[src/rtl/practise_sim.sv]
// Serial bit-pattern detector: pulses y one cycle after the last PATTERN_LEN
// sampled bits of x equal PATTERN (earliest bit at the MSB, overlaps allowed).
module practise_sim #(
   parameter int                     PATTERN_LEN = 4,
   parameter logic [PATTERN_LEN-1:0] PATTERN     = 4'b0101
) (
   input  logic clk,
   input  logic reset,
   input  logic x,
   output logic y
);

   localparam int FW = $clog2(PATTERN_LEN + 1);
   localparam logic [FW-1:0] FULL = FW'(PATTERN_LEN);

   logic [PATTERN_LEN-1:0] hist, hist_nxt;
   logic [FW-1:0]          fill, fill_nxt;
   logic                   hit_nxt;

   generate
      if (PATTERN_LEN == 1) begin : g_one
         assign hist_nxt = x;
      end else begin : g_many
         assign hist_nxt = {hist[PATTERN_LEN-2:0], x};
      end
   endgenerate

   // fill gates the compare so zero-initialised history never matches
   assign fill_nxt = (fill == FULL) ? fill : fill + FW'(1);
   assign hit_nxt  = (hist_nxt == PATTERN) && (fill_nxt == FULL);

   always_ff @(posedge clk) begin
      if (reset) begin
         hist <= '0;
         fill <= '0;
         y    <= 1'b0;
      end else begin
         hist <= hist_nxt;
         fill <= fill_nxt;
         y    <= hit_nxt;
      end
   end

endmodule

[config.mk]
export PLATFORM = sky130hd
export DESIGN_NAME = practise_sim
export DESIGN_NICKNAME = d
export VERILOG_FILES = /design/src/rtl/practise_sim.sv
export SDC_FILE = /design/constraint.sdc
export NUM_CORES = 1
export LEC_CHECK = 0
export CORE_AREA = 2 2 39 41
export DETAILED_ROUTE_END_ITERATION = 12
export DIE_AREA = 0 0 41 43
export PLACE_DENSITY_LB_ADDON = 0.2
export SETUP_SLACK_MARGIN = 0.1
export SYNTH_ARGS = -nofsm -noshare
export SYNTH_HDL_FRONTEND = slang
export SYNTH_SLANG_ARGS = --single-unit
[constraint.sdc]
create_clock -name clk -period 1.3 [get_ports clk]
set_input_delay 0.26 -clock clk [delete_from_list [all_inputs] [get_ports clk]]
set_output_delay 0.26 -clock clk [all_outputs]
set_load 0.05 [all_outputs]
==> results of run 1 <==
[report_power, final]
group | internal [mW] | switching (mW) | leakage, nW
clock | 0.117 | 0.0855 | 0.0150
combinational | 0.0550 | 0.0378 | 0.0822
sequential | 0.232 | 0.0104 | 0.0581
[routing by layer]
layer,track usage,routed length [µm],up-vias
met2,0.116,246,5
li1,-,-,100
met3,0.0314,15,2
met4,0.0800,5,0
met1,0.0939,213,90
met5,0,0,-
[layout make-up]
| class | instances | area [µm²] | share of cell area |
|---|---|---|---|
| Clock buffer | 4 | 26.3 | 0.0658 |
| Multi-Input combinational cell | 16 | 140 | 0.351 |
| Sequential cell | 7 | 143 | 0.357 |
| Timing Repair Buffer | 6 | 62.6 | 0.157 |
| Inverter | 2 | 7.51 | 0.0188 |
| Tap cell | 16 | 20.0 | 0.0502 |
[final timing paths]
check	start	endpoint	slack, ns	depth (start not counted)
hold / removal	hist[1]	hist[2]	0.47	1
setup reg to reg	fill[0]	y	0.09	5
hold reg to reg	hist[1]	hist[2]	0.47	1
setup / recovery	fill[0]	y	0.09	5
[flip-flops by register name, summed over array words and instances, names as in the netlist]
register and flops:
fill 3, hist 3, y 1
[logic make-up (layout without fill, tap and decap cells)]
| logic type | Yosys count | after routing | synth area share |
|---|---|---|---|
| XOR/XNOR | 1 | 1 | 0.0329 |
| adder cells (fa/ha/maj) | 2 | 2 | 0.0939 |
| AO/OA/AOI/OAI | 1 | 1 | 0.0282 |
| buffers and inverters | 2 | 12 | 0.0282 |
| AND/OR/NAND/NOR | 12 | 12 | 0.291 |
| flip-flops | 7 | 7 | 0.526 |
[worst register-to-register path, delay by kind of cell (launching register included)]
kind | cells | cell delay [ns]
AND/OR/NAND/NOR | 3 | 0.51
flip-flops | 1 | 0.33
adder cells (fa/ha/maj) | 1 | 0.24
buffers and inverters | 1 | 0.04
[timing repair]
item / 4_1_cts / 5_1_grt
gates cloned: 0 / 0
setup endpoints to repair: 1 / 1
pin swaps: 4 / 3
hold endpoints to repair: 0 / 0
buffers inserted: 2 / 0
resized for setup: 4 / 1
[metrics by stage]
stage | setup TNS (ns) | worst slack, ns | instance area, µm²
floorplan | 0 | 0.114 | 268
global placement | -0.0203 | -0.0203 | 335
detailed placement | -0.0363 | -0.0363 | 335
CTS | -0.0233 | -0.0233 | 390
global route | -0.0611 | -0.0611 | 399
finish | 0 | 0.0937 | 399
[cells in the final DEF (no fill, tap or decap)]
master	count
nand2_1	3
buf_4	3
clkbuf_4	3
buf_12	1
o21bai_1	1
inv_2	2
nor2_1	3
xnor2_1	1
ha_1	1
nor4b_2	1
clkdlybuf4s50_1	2
clkbuf_1	1
dfxtp_2	2
dfxtp_1	5
nor4b_4	1
nor2b_1	4
ha_4	1
==> qor.txt, run 1 <==
CRITICAL PATH
--------------------------------------------------------------------------------
Cell breakdown of the critical path ............................... inv_2, ha_4, nor4b_4, nand2_1, nor4b_2
Critical path fanouts, max ........................................            2
Cell family contributing the most delay on the critical path ...... simple AND/OR/NAND/NOR gates
Total buffers and inverters traversed by the critical path ........            1
Critical Path Max Stage Delay .....................................      0.33 ns
Kind of capture point of the worst setup path .....................         flop
Arrival time worst endpoint .......................................      1.37 ns
CP required .......................................................      1.47 ns
Category of the critical setup timing path ........................      reg2reg
Startpoint Class ..................................................         flop
Slowest stage cell, crit path .....................................      dfxtp_2

CLOCK NETWORK
--------------------------------------------------------------------------------
Hold buffers post-CTS .............................................            0
H-Tree Level Count ................................................            1
Worst skew pair latency ...........................................      0.25 ns
Worst-path clk slew ...............................................      0.06 ns
Num CTS Buffers ...................................................            3
Root Buffer .......................................................     clkbuf_4
TritonCTS clock tree ..............................................         done
Sinks on Clock Net ................................................            7
Max Root-Sink Buffers .............................................            2

TIMING
--------------------------------------------------------------------------------
Peak clock frequency supported by timing ..........................    0.829 GHz
Slew HR ...........................................................        0.868
Clock Skew ........................................................   0.00333 ns
Slew Viols, Final .................................................            0
Crit share post-route .............................................        0.928
Hold violation count in the final report ..........................            0
Post-Route Hold Slack .............................................     0.467 ns
Transition time of the tightest slew-check pin ....................     0.198 ns
RSZ-0062 raised after global routing ..............................         true
Final period demand of the worst path .............................      1.21 ns
Final setup violation count .......................................            0

LOGIC SYNTHESIS
--------------------------------------------------------------------------------
Syn Inst Count ....................................................           25
Syn avg cell area .................................................     10.7 µm²
Combined area of all synthesized cells ............................      267 µm²
Cell taking the most area after synthesis .........................      dfxtp_1
Ranking of synthesized cells by area .............................. dfxtp_1, nor4b_2, ha_1, nor2b_1, nand2_1
Count of flip-flops with a built-in enable after synthesis ........            0
Syn nets ..........................................................           30
Post-synthesis register bit count .................................            7
Share of flip-flops with an asynchronous set or reset .............            0
Synthesis Warnings ................................................            0
Most numerous cell in the Yosys netlist ...........................      dfxtp_1
Sequential-to-total area share from yosys stat ....................        0.526
Top FF cell, synth ................................................      dfxtp_1
Synth unique cells ................................................            9
Synth top area share ..............................................        0.526
Top post-synthesis cells by count ................................. dfxtp_1, nor2b_1, nand2_1, nor2_1

DRT
--------------------------------------------------------------------------------
DR DRC count ......................................................            0
Count of TritonRoute iterations in the first routing pass .........            4
Mean number of vias per cell ......................................         3.86
Vias ..............................................................          197
Per-cell routed wire length .......................................      9.43 µm
Total routed wirelength ...........................................       481 µm
Iteration-0 DRC Markers ...........................................            2
Antenna-violating nets left .......................................            0

DIE
--------------------------------------------------------------------------------
Height of the die .................................................        43 µm
Area of the die ...................................................  0.00176 mm²
Count of pins on the block boundary ...............................            4
Floorplan die width ...............................................        41 µm
Num rows ..........................................................           14
Area of the core ..................................................  0.00138 mm²
Initial standard-cell utilization of the core .....................        0.193

PLACED DESIGN
--------------------------------------------------------------------------------
Routability Congestion ............................................        0.672
Placed Instances ..................................................           45
Number of buffers inserted by port buffering ......................            3

GLOBAL ROUTE
--------------------------------------------------------------------------------
Vias in the first global route ....................................          229
All-Layer GR Usage ................................................       0.0845
Overall overflow remaining after global route .....................            0
Pin count of the biggest net entering global routing ..............            6
Global-route wire length before repair ............................       938 µm
Number of antenna violations at the first check in global routing .            0

POWER
--------------------------------------------------------------------------------
Leakage power .....................................................     0.155 nW
Peak supply drop ..................................................     0.601 mV
Overall power .....................................................       538 µW
Power density over the cells ......................................  1350 mW/mm²

CELLS AND AREA
--------------------------------------------------------------------------------
Antenna Cells .....................................................            0
Final layout net count ............................................           41
Util after Layout .................................................        0.288
Area Growth Syn to Fin ............................................        49.8%
Final-layout fill cell count ......................................          148
Final Non-Filler Cells ............................................           51
Share of layout cells above drive strength 1 ......................        0.400

WORST HOLD PATH
--------------------------------------------------------------------------------
Kind of path behind the tightest hold check .......................      reg2reg

JOB
--------------------------------------------------------------------------------
Total of max-cap violations .......................................            0

STATUS
--------------------------------------------------------------------------------
Status ............................................................ finished, final reports clean

No activity file was read; power rests on OpenSTA's default activity.
==> run 2, diff against run 1 <==
==> constraint.sdc (replaced) <==
create_clock -name clk -period 1.3 [get_ports clk]
set_input_delay 0.26 -clock clk [delete_from_list [all_inputs] [get_ports clk]]
set_output_delay 0.26 -clock clk [all_outputs]
set_load 0.02 [all_outputs]
==> qor.txt, run 2 (same netlist as run 1, synthesis figures left out) <==
STATUS
--------------------------------------------------------------------------------
Status ............................................................ finished, final reports clean   unchanged

TIMING
--------------------------------------------------------------------------------
Clock Skew ........................................................   0.00571 ns   was 0.00333 ns
Post-Route Hold Slack .............................................     0.468 ns   was 0.467 ns
RSZ-0062 raised after global routing ..............................         true   unchanged
Slack of the critical path ........................................    0.0862 ns   was 0.0937 ns
Slew Viols, Final .................................................            0   unchanged
Transition time of the tightest slew-check pin ....................     0.200 ns   was 0.198 ns
Final period demand of the worst path .............................      1.21 ns   about the same
Final setup violation count .......................................            0   unchanged
Peak clock frequency supported by timing ..........................    0.824 GHz   was 0.829 GHz
Hold violation count in the final report ..........................            0   unchanged
Slew HR ...........................................................        0.866   was 0.868
Crit share post-route .............................................        0.934   was 0.928

DIE
--------------------------------------------------------------------------------
Floorplan die width ...............................................        41 µm   unchanged
Height of the die .................................................        43 µm   unchanged
Count of pins on the block boundary ...............................            4   unchanged
Area of the core ..................................................  0.00138 mm²   unchanged
Area of the die ...................................................  0.00176 mm²   unchanged
Initial standard-cell utilization of the core .....................        0.193   unchanged
Num rows ..........................................................           14   unchanged

POWER
--------------------------------------------------------------------------------
Clock power share .................................................        0.368   was 0.377
Combinational Power Share .........................................        0.175   was 0.172
Power spent charging and discharging nets .........................       126 µW   was 134 µW
Peak supply drop ..................................................     0.507 mV   was 0.601 mV
Leakage power .....................................................     0.155 nW   about the same
Power density over the cells ......................................  1370 mW/mm²   was 1350 mW/mm²
Proportion of total power due to net switching ....................        0.238   was 0.248
Internal power of the cells .......................................       404 µW   was 405 µW
Power share of the sequential group ...............................        0.458   was 0.450
Overall power .....................................................       531 µW   was 538 µW

CELLS AND AREA
--------------------------------------------------------------------------------
Registers with the most flip-flops ................................ fill x3, hist x3, y x1   unchanged
Area Growth Syn to Fin ............................................        45.5%   was 49.8%
Share of layout cells above drive strength 1 ......................        0.371   was 0.400
Commonest cells after routing, fill and taps aside ................ dfxtp_1, nor2b_1   unchanged
Util after Layout .................................................        0.280   was 0.288
Cell area after layout ............................................      388 µm²   was 399 µm²
Leading cell type in the layout, fill and taps excluded ...........      dfxtp_1   unchanged
Final-layout fill cell count ......................................          148   unchanged
Final layout net count ............................................           41   unchanged
Antenna Cells .....................................................            0   unchanged

WORST HOLD PATH
--------------------------------------------------------------------------------
Cells on Worst Hold Path ..........................................            1   unchanged
Kind of path behind the tightest hold check .......................      reg2reg   unchanged

CRITICAL PATH
--------------------------------------------------------------------------------
Cell breakdown of the critical path ............................... inv_2, ha_4, nor4b_4, nand2_1, nor4b_2   unchanged
Worst Setup SP ....................................................      fill[0]   unchanged
Levels on crit path ...............................................            5   unchanged
Total buffers and inverters traversed by the critical path ........            1   unchanged
Arrival time worst endpoint .......................................      1.38 ns   was 1.37 ns
Critical path fanouts, max ........................................            2   unchanged
Category of the critical setup timing path ........................      reg2reg   unchanged
Critical Path Max Stage Delay .....................................      0.33 ns   about the same
CP required .......................................................      1.46 ns   was 1.47 ns
Timing endpoint of the critical path ..............................            y   unchanged
Cell family contributing the most delay on the critical path ...... simple AND/OR/NAND/NOR gates   unchanged
R2R Setup Slk .....................................................      0.09 ns   about the same
Endpoint of the worst register-to-register path ...................            y   unchanged
Startpoint Class ..................................................         flop   unchanged
Reg-to-reg startpoint .............................................      fill[0]   unchanged
Count of cells along the worst register-to-register path ..........            5   unchanged
Slowest stage cell, crit path .....................................      dfxtp_2   unchanged
Kind of capture point of the worst setup path .....................         flop   unchanged

GLOBAL ROUTE
--------------------------------------------------------------------------------
Number of antenna violations at the first check in global routing .            0   unchanged
Overall overflow remaining after global route .....................            0   unchanged
All-Layer GR Usage ................................................       0.0724   was 0.0845
Global-route wire length before repair ............................       752 µm   was 938 µm
Pin count of the biggest net entering global routing ..............            6   unchanged
Vias in the first global route ....................................          215   was 229

PLACED DESIGN
--------------------------------------------------------------------------------
Detail Placement HPWL .............................................       317 µm
Routability Congestion ............................................        0.671   was 0.672
Total placed instance area ........................................      325 µm²   was 335 µm²
Number of buffers inserted by port buffering ......................            3   unchanged
Worst slack, placed ...............................................   -0.0164 ns   was -0.0363 ns

CLOCK NETWORK
--------------------------------------------------------------------------------
Num CTS Buffers ...................................................            3   unchanged
Max Root-Sink Buffers .............................................            2   unchanged
Root Buffer .......................................................     clkbuf_4   unchanged
Worst-path clk slew ...............................................      0.05 ns   was 0.06 ns
Worst skew pair latency ...........................................      0.25 ns   about the same
Hold buffers post-CTS .............................................            0   unchanged
TritonCTS clock tree ..............................................         done   unchanged
H-Tree Level Count ................................................            1   unchanged
Sinks on Clock Net ................................................            7   unchanged

DRT
--------------------------------------------------------------------------------
Iteration-0 DRC Markers ...........................................            1   was 2
Vias ..............................................................          201   was 197
Count of TritonRoute iterations in the first routing pass .........            2   was 4
DR DRC count ......................................................            0   unchanged
Total routed wirelength ...........................................       428 µm   was 481 µm
Mean number of vias per cell ......................................         3.94   was 3.86
Per-cell routed wire length .......................................      8.39 µm   was 9.43 µm
Antenna-violating nets left .......................................            0   unchanged

JOB
--------------------------------------------------------------------------------
Total of max-cap violations .......................................            0   unchanged

-- run 2: worst min-delay path by stage --
stage,start,end
6_report,hist[1],hist[2]
5_1_grt,hist[1],hist[2]
2_1_floorplan,reset,fill[0]
3_3_place_gp,hist[1],hist[2]
4_1_cts,hist[1],hist[2]
3_5_place_dp,hist[1],hist[2]
-- run 2: final cells by class --
class                   count  area [µm²]  area share
clock buffers               4        26.3      0.0677
inverters                   2        7.51      0.0194
multi-input cells          16         140       0.361
flip-flops and latches      7         143       0.368
well taps                  16        20.0      0.0516
repair buffers              6        51.3       0.132
-- run 2: power by group through the flow --
stage	Combinational, mW	Clock, mW	Sequential, mW
2_1_floorplan	0.0386	0	0.243
3_3_place_gp	0.0556	0	0.245
3_5_place_dp	0.0568	0	0.246
4_1_cts	0.0865	0.198	0.241
5_1_grt	0.104	0.216	0.245
6_report	0.0926	0.195	0.243
-- run 2: metal layers --
metal  part of all wire  track usage
met5                  0            0
met4              0.072        0.100
met3              0.044       0.0314
met2               0.49       0.0969
met1               0.39       0.0645
-- run 2: per-stage QoR --
step,setup TNS (ns),instances
after CTS,-0.00537,51
final,0,51
after detailed placement,-0.0164,45
after global routing,0,51
after floorplan,0,25
after global placement,0,45
-- run 2: repair_timing --
item	in CTS	in global routing
resized for setup	4	2
setup endpoints to repair	2	1
buffers inserted	2	0
pin swaps	3	4
